### src/rtl/apb_mem_slave_if.sv
// APB3 bus bundle between one master and one memory completer.
interface apb_mem_slave_if #(
    parameter int DATA_W = 32
);
    logic              PSEL;
    logic              PENABLE;
    logic              PWRITE;
    logic [31:0]       PADDR;
    logic [DATA_W-1:0] PWDATA;
    logic [DATA_W-1:0] PRDATA;
    logic              PREADY;
    logic              PSLVERR;

    modport master (
        output PSEL, PENABLE, PWRITE, PADDR, PWDATA,
        input  PRDATA, PREADY, PSLVERR
    );

    modport slave (
        input  PSEL, PENABLE, PWRITE, PADDR, PWDATA,
        output PRDATA, PREADY, PSLVERR
    );
endinterface

### src/rtl/apb_mem_slave.sv
// APB3 completer backing a DEPTH-word register memory with alignment/range error reporting.
// Optional wait states are enabled by defining APB_SLV_WAIT_EN.
module apb_mem_slave #(
    parameter int DATA_W      = 32,
    parameter int DEPTH       = 16,
    parameter int WAIT_CYCLES = 2
) (
    input logic             PCLK,
    input logic             PRESETn,
    apb_mem_slave_if.slave  bus
);
    localparam int AW = $clog2(DEPTH);

    typedef enum logic {IDLE, ACCESS} state_t;

    state_t            state, state_nxt;
    logic [AW-1:0]     idx_q;
    logic              wr_q;
    logic              err_q;
    logic [DATA_W-1:0] wdata_q;
    logic [DATA_W-1:0] mem [DEPTH];
    logic [3:0]        cnt;

    logic              setup;
    logic              setup_err;
    logic              pready;
    logic              pslverr;
    logic [DATA_W-1:0] prdata;

    assign setup     = (state == IDLE) & bus.PSEL & ~bus.PENABLE;
    assign setup_err = (bus.PADDR[1:0] != 2'b00) | (bus.PADDR[30:2] >= 29'(DEPTH));

    always_ff @(posedge PCLK or negedge PRESETn) begin
        if (!PRESETn) state <= IDLE;
        else          state <= state_nxt;
    end

    always_comb begin
        state_nxt = state;
        pready    = 1'b0;
        pslverr   = 1'b0;
        prdata    = '0;
        case (state)
            IDLE: begin
                if (bus.PSEL) begin
                    // Access phase with no preceding setup: flag it without touching memory
                    if (bus.PENABLE) begin
                        pready  = 1'b1;
                        pslverr = 1'b1;
                    end else begin
                        state_nxt = ACCESS;
                    end
                end
            end
            ACCESS: begin
                if (!bus.PSEL) begin
                    state_nxt = IDLE;
                end else if (cnt == 4'd0 && bus.PENABLE) begin
                    pready    = 1'b1;
                    pslverr   = err_q;
                    state_nxt = IDLE;
                    if (!wr_q && !err_q) prdata = mem[idx_q];
                end
            end
            default: state_nxt = IDLE;
        endcase
    end

    // Outputs are forced to their reset values while PRESETn is held low
    assign bus.PREADY  = pready & PRESETn;
    assign bus.PSLVERR = pslverr & PRESETn;
    assign bus.PRDATA  = PRESETn ? prdata : '0;

    always_ff @(posedge PCLK or negedge PRESETn) begin
        if (!PRESETn) begin
            idx_q   <= '0;
            wr_q    <= 1'b0;
            err_q   <= 1'b0;
            wdata_q <= '0;
        end else if (setup) begin
            idx_q   <= bus.PADDR[AW+1:2];
            wr_q    <= bus.PWRITE;
            err_q   <= setup_err;
            wdata_q <= bus.PWDATA;
        end
    end

`ifdef APB_SLV_WAIT_EN
    always_ff @(posedge PCLK or negedge PRESETn) begin
        if (!PRESETn)                          cnt <= 4'd0;
        else if (setup)                        cnt <= 4'(WAIT_CYCLES);
        else if (state == ACCESS && cnt != 0)  cnt <= cnt - 4'd1;
    end
`else
    assign cnt = 4'd0;
`endif

    always_ff @(posedge PCLK or negedge PRESETn) begin
        if (!PRESETn) begin
            for (int i = 0; i < DEPTH; i++) mem[i] <= '0;
        end else if (state == ACCESS && pready && wr_q && !err_q) begin
            mem[idx_q] <= wdata_q;
        end
    end

    // PADDR[31] is the upstream slave-select bit
    logic unused_ok;
    assign unused_ok = ^{bus.PADDR[31], 4'(WAIT_CYCLES)};
endmodule
### src/flat_wrapper.sv
// flat-port wrapper written by rule: the top's interface ports become plain ports
module apb_mem_slave_flat 
#(
    parameter int DATA_W      = 32,
    parameter int DEPTH       = 16,
    parameter int WAIT_CYCLES = 2
)
  (PCLK, PRESETn, bus_PSEL, bus_PENABLE, bus_PWRITE, bus_PADDR, bus_PWDATA, bus_PRDATA, bus_PREADY, bus_PSLVERR);
  apb_mem_slave_if #(.DATA_W(DATA_W)) bus_i ();
  input logic PCLK;
  input logic PRESETn;
  input wire logic [$bits(bus_i.PSEL)-1:0] bus_PSEL;
  input wire logic [$bits(bus_i.PENABLE)-1:0] bus_PENABLE;
  input wire logic [$bits(bus_i.PWRITE)-1:0] bus_PWRITE;
  input wire logic [$bits(bus_i.PADDR)-1:0] bus_PADDR;
  input wire logic [$bits(bus_i.PWDATA)-1:0] bus_PWDATA;
  output wire logic [$bits(bus_i.PRDATA)-1:0] bus_PRDATA;
  output wire logic [$bits(bus_i.PREADY)-1:0] bus_PREADY;
  output wire logic [$bits(bus_i.PSLVERR)-1:0] bus_PSLVERR;
  assign bus_i.PSEL = bus_PSEL;
  assign bus_i.PENABLE = bus_PENABLE;
  assign bus_i.PWRITE = bus_PWRITE;
  assign bus_i.PADDR = bus_PADDR;
  assign bus_i.PWDATA = bus_PWDATA;
  assign bus_PRDATA = bus_i.PRDATA;
  assign bus_PREADY = bus_i.PREADY;
  assign bus_PSLVERR = bus_i.PSLVERR;
  apb_mem_slave #(.DATA_W(DATA_W), .DEPTH(DEPTH), .WAIT_CYCLES(WAIT_CYCLES)) u_core (.PCLK(PCLK), .PRESETn(PRESETn), .bus(bus_i));
endmodule
### config.mk
export PLATFORM = sky130hd
export DESIGN_NAME = apb_mem_slave_flat
export DESIGN_NICKNAME = d
export VERILOG_FILES = /design/src/rtl/apb_mem_slave_if.sv /design/src/rtl/apb_mem_slave.sv /design/src/flat_wrapper.sv
export SDC_FILE = /design/constraint.sdc
export NUM_CORES = 1
export LEC_CHECK = 0
export ABC_CLOCK_PERIOD_IN_PS = 1950
export BUFFER_PORTS_ARGS = -buffer_cell sky130_fd_sc_hd__buf_2
export CAP_MARGIN = 40
export CORE_MARGIN = 2
export CORE_UTILIZATION = 55
export CTS_BUF_LIST = sky130_fd_sc_hd__clkbuf_4 sky130_fd_sc_hd__clkbuf_8
export CTS_CLUSTER_SIZE = 25
export DETAILED_ROUTE_END_ITERATION = 12
export GPL_ROUTABILITY_DRIVEN = 0
export PLACE_DENSITY = 0.75
export SLEW_MARGIN = 25
export SYNTH_ARGS = -nofsm -noshare
export SYNTH_HDL_FRONTEND = slang
export SYNTH_SLANG_ARGS = --single-unit
### constraint.sdc
create_clock -name PCLK -period 1.95 [get_ports PCLK]
set_clock_uncertainty 0.05 [all_clocks]
set_input_delay 0.0975 -clock PCLK [delete_from_list [all_inputs] [get_ports PCLK]]
set_output_delay 0.0975 -clock PCLK [all_outputs]
set_load 0.02 [all_outputs]
# ---- Word-level counts from Yosys, hierarchy flattened
# Index checks and enable logic that the tools add are counted.
dict set report classes {
  bitwise_logic 8
  n_lt_le_gt_ge 3
  n_mux 18
  reduce_logical 8
}
# cell n
set ops {}
lappend ops {{bitwise mux 512 bit} 1}
lappend ops {{two-way mux 32 bit} 8}
lappend ops {{binary-select mux 32 bit (select 4 bit)} 1}
lappend ops {{demux 32 bit (select 4 bit)} 1}
lappend ops {{>= comparator 29 x 5 -> 1 bit, second input constant} 1}
lappend ops {{two-way mux 1 bit} 6}
lappend ops {{>= comparator 5 bit, second input constant} 1}
lappend ops {{logical AND 1 bit} 5}
lappend ops {{less-than comparator 5 x 1 -> 1 bit, second input constant} 1}
lappend ops {{NOT 4 -> 5 bit} 1}
lappend ops {{AND 1 bit} 4}
lappend ops {{logical NOT 1 bit} 2}
lappend ops {{NOT 1 bit} 2}
lappend ops {{one-hot mux 1 bit (2 select lines)} 1}
lappend ops {{nonzero test 2 bit} 1}
lappend ops {{OR 1 bit} 1}
dict set report totals {
  regBits 551
  output_inout_bits 34
  wordCells 58
}

# ---- Longest topological paths before layout
dict set report depth {
  word_depth 9
  depth_mapped 7
  mapped_depth_nobuf 3
}

# ---- Least setup slack after synthesis
# No wires, ideal clock.
dict set report synth_path {
  path_type {reg2out}
  start {reg u_core.idx_q[1]}
  end {out bus_PRDATA[24]}
  arrival_time_ns 1.842
  stages_incl_launch_ff 7
  n_path_buf 3
  setup_slack_ns -0.040
  cell_sequence {dfrtp_1 > buf_2 > buf_6 > buf_2 > mux4_2 > mux2i_1 > o221ai_1}
}
dict set report synth_via {
  elab_chain_cells 9
}
# item line_no
set synth_lines {}
lappend synth_lines {{from (decl)} apb_mem_slave.sv:17} ;# logic [AW-1:0] idx_q;
lappend synth_lines {{from (signal assigned)} apb_mem_slave.sv:81} ;# idx_q <= bus.PADDR[AW+1:2];
lappend synth_lines {{NOT 4 -> 5 bit (not written as such)} apb_mem_slave.sv:62} ;# if (!wr_q && !err_q) prdata = mem[idx_q];
lappend synth_lines {{binary-select mux 32 bit (select 4 bit)} apb_mem_slave.sv:62}
lappend synth_lines {{two-way mux 32 bit (not written as such) (2 in series)} apb_mem_slave.sv:62}
lappend synth_lines {{two-way mux 32 bit} apb_mem_slave.sv:62}
lappend synth_lines {{two-way mux 32 bit} apb_mem_slave.sv:58} ;# end else if (cnt == 4'd0 && bus.PENABLE) begin
lappend synth_lines {{two-way mux 32 bit} apb_mem_slave.sv:56} ;# if (!bus.PSEL) begin
lappend synth_lines {{two-way mux 32 bit} apb_mem_slave.sv:43} ;# case (state)
lappend synth_lines {{two-way mux 32 bit} apb_mem_slave.sv:72} ;# assign bus.PRDATA = PRESETn ? prdata : '0;
lappend synth_lines {{to (decl)} flat_wrapper.sv:17} ;# output wire logic [$bits(bus_i.PRDATA)-1:0] bus_PRDATA;
# Every way passes these cells. The select of a mux whose other input is x is not followed.

# ---- Final worst setup path
dict set report layout_path {
  start {reg u_core.idx_q[1]}
  end {out bus_PRDATA[18]}
}
# The elaborated chain is that of the path after synthesis.

==> metrics.yaml <==
outcome: "finished, violations left"
failed_checks: "negative setup slack"
antenna_found_initial: 0
synthXorXnorAreaFrac_pct: 0
grt_usage_pct: 31.11
rows: 77
die_x_um: 216.9
p_leak_nw: 15.24
max_freq_mhz: 358.0
holdPathStages: 4
dr_total_vias: 15730
worst_slew_pin_slew_ns: 0.7580
drc: 0
min_period_over_period_pct: 143.3
ys_seq_elements: 551
critPathBufInv: 4
core_sq_um: 44510
synth_compound_area_share_pct: 1.200
synthCells: 1549
synth_top_cell_by_area: "dfrtp_1"
cts_tree: "done"
min_delay_worst_endpoint: "u_core.idx_q[0]$_DFFE_PN0P_"
p_sw_share_pct: 26.03
clk_latency_ns: 0.69
synth_edf_count: 0
min_from: "bus_PENABLE"
utilization_pct: 71.69
fp.dieH_um: 216.9
internal_power_mw: 18.89
synthSimpleGateAreaFrac_pct: 2.339
synth_flop_cell: "dfrtp_1"
numPortBuffers: 101
reg2reg_from: "u_core.idx_q[1]$_DFFE_PN0P_"
yosysMostFrequentCell: "dfrtp_1"
ant_nets: 0
synth_top_family_by_area: "multiplexers"
grt_setup_unrepaired: "yes"
worstSetupEndpointType: "primary output"
dr.pass1.iters: 5
cp.required_ns: 1.80
finalSetupTns_ns: -190.97
dp_hpwl_mm: 37.10
max_slew_margin_pct: 49.46
vdd_drop_max_mv: 0.6057
async_reset_ff_share_pct: 100.0
critPathArrivalTime_ns: 2.65
yosysWarnings: 0
synth_common_cells: "dfrtp_1, mux2_2, mux2_1, mux4_2, buf_2"
cts_made_buffers: 89
post_drt_wl_per_cell_um: 29.02
power_density_nw_per_um2: 800.4
cts.clk_slew.worst_paths_ns: 0.06
nets: 1908
grt_overflow_total: 0
crit_fanout: 6
seq_area_frac_synth_pct: 55.32
p_switching_mw: 6.649
clock_path_buffers: 3
crit_family: "buffers and inverters"
start_util_pct: 55.99
synth_area_sq_um: 24920
reg2reg_setup_slack_ns: -0.54
slew_violations: 0
die_area_sq_um: 47030
synth-adder-area-share_pct: 0
wl_mm: 72.44
yosysTopAreaCellShare_pct: 55.32
synth.distinct_cells: 34
grt_pass1_vias: 17350
path_cells: "buf_12, buf_12, buf_12, mux4_2, mux2i_1, o221ai_1, buf_4"
ios: 103
area_growth_syn_to_layout_pct: 28.04
dp_slack_ns: -0.1714
syn_avg_cell_area_sq_um: 16.09
reg2reg_to: "u_core.mem[91]$_DFFE_PN0P_"
period_needed_ns: 2.794
drtIter0Drc: 1373
setup_viol: 546
worstSetupPathType: "reg -> out"
setup_ws_ns: -0.8435
comb_power_share_pct: 11.0
grt_max_degree: 131
pwr-share-seq_pct: 48.2
post_drt_via_cell_ratio: 6.302
maxCapViolations: 0
synthMuxAreaShare_pct: 37.61
cts_root_buf: "clkbuf_8"
synth_area_leaders: "dfrtp_1, mux2_2, mux4_2, mux2_1, buf_2"
clock_sinks: 551
cts_max_level: 3
crit_path_max_incr_delay_ns: 0.53
crit_path_frequent_cell: "buf_12"
critPathLaunchType: "register"
reg2reg_depth: 10
layout-drive-gt1-share_pct: 60.06
clkPwrFrac_pct: 40.8
grt_pass1_wl_mm: 108.5
hold_path_class: "in -> reg"
cp_slowest_cell: "dfrtp_4"
finalHoldViolCount: 0
synth_nets: 1618
==> power by group through the flow <==
stage	combinational, mW	sequential (mW)	clock [mW]
after floorplan	1.40	12.0	0
after global placement	2.17	12.4	0
after detailed placement	2.20	12.4	0
after CTS	2.77	12.3	10.5
after global routing	2.96	12.4	11.1
final	2.81	12.3	10.4
==> cells by family (layout without fill, tap and decap cells) <==
family / count (synthesis) / in the layout
muxes: 708 / 708
and+or+nand+nor: 76 / 76
buffers and inverters: 179 / 533
other: 0 / 1
AOI/OAI and AO/OA: 35 / 35
DFF: 551 / 551
==> per-stage QoR <==
| stage | instance area [sq um] | total power, mW | hold slack (ns) | std cells |
|---|---|---|---|---|
| floorplan | 24930 | 13.39 | -0.2481 | 1549 |
| global route | 31910 | 26.43 | 0.06768 | 2495 |
| detailed placement | 26880 | 14.64 | 0.2212 | 2211 |
| CTS | 31610 | 25.54 | 0.02843 | 2494 |
| global placement | 26880 | 14.59 | 0.2085 | 2211 |
| finish | 31910 | 25.54 | 0.06484 | 2496 |
==> registers in the layout (all words and copies together) (netlist names) <==
register / cells
u_core.idx_q: 4
u_core.err_q: 1
u_core.state: 1
u_core.wdata_q: 32
u_core.wr_q: 1
u_core.mem: 512
==> cell usage in the layout (no fill, tap or decap), types with 8 or more instances in the layout <==
cell,netlist,layout
dfrtp_1,551,546
mux2_2,412,304
mux2_4,0,183
mux4_2,128,128
clkbuf_8,0,110
buf_4,12,97
buf_2,68,69
buf_12,0,68
mux2_1,136,61
dlygate4sd3_1,0,43
nand4_1,38,38
buf_6,10,32
clkbuf_4,0,31
inv_1,33,29
o221ai_2,0,24
buf_16,0,21
mux2i_2,0,16
mux2i_1,32,13
clkinv_2,0,8
==> cell type report <==
cell class | instances | area, sq um
Sequential cell | 551 | 13800
Fill cell | 2669 | 12600
Multi-Input combinational cell | 819 | 11270
Timing Repair Buffer | 344 | 4099
Clock buffer | 141 | 1747
Tap cell | 592 | 740.7
Inverter | 34 | 137.6
Clock inverter | 14 | 113.9
Antenna cell | 1 | 2.502
==> routing by layer <==
metal | global-route usage, % | wire length (um) | up-vias
met2 | 49.31 | 35030 | 598
met1 | 41.67 | 29310 | 8527
met5 | 0 | 0 | -
met3 | 7.086 | 4767 | 193
li1 | - | - | 6411
met4 | 13.65 | 3330 | 0
==> worst max-delay path by stage <==
| stage | from | to | slack (ns) | cells after the start |
|---|---|---|---|---|
| after floorplan | u_core.idx_q[1]$_DFFE_PN0P_ | bus_PRDATA[10] | -0.03 | 6 |
| final | u_core.idx_q[1]$_DFFE_PN0P_ | bus_PRDATA[18] | -0.84 | 7 |
| after CTS | u_core.idx_q[1]$_DFFE_PN0P_ | bus_PRDATA[17] | -0.84 | 7 |
| after global placement | u_core.idx_q[1]$_DFFE_PN0P_ | u_core.mem[194]$_DFFE_PN0P_ | -0.14 | 5 |
| after detailed placement | u_core.idx_q[1]$_DFFE_PN0P_ | u_core.mem[216]$_DFFE_PN0P_ | -0.17 | 5 |
| after global routing | u_core.idx_q[1]$_DFFE_PN0P_ | bus_PRDATA[18] | -0.93 | 7 |
==> tightest hold or removal path, stage by stage <==
cell,delay (ns)
buf_2,0.17
nor3b_2,0.10
buf_12,0.21
o21ai_0,0.16
==> timing repair <==
item / CTS / global route
pin swaps: 43 / 17
gates resized for setup: 304 / 100
cloned: 29 / 5
endpoints found under the setup margin: 403 / 545
setup buffers: 57 / 9
hold buffers: 43 / 0
hold endpoints to repair: 75 / 0
Power figures use the tool's default switching activity.
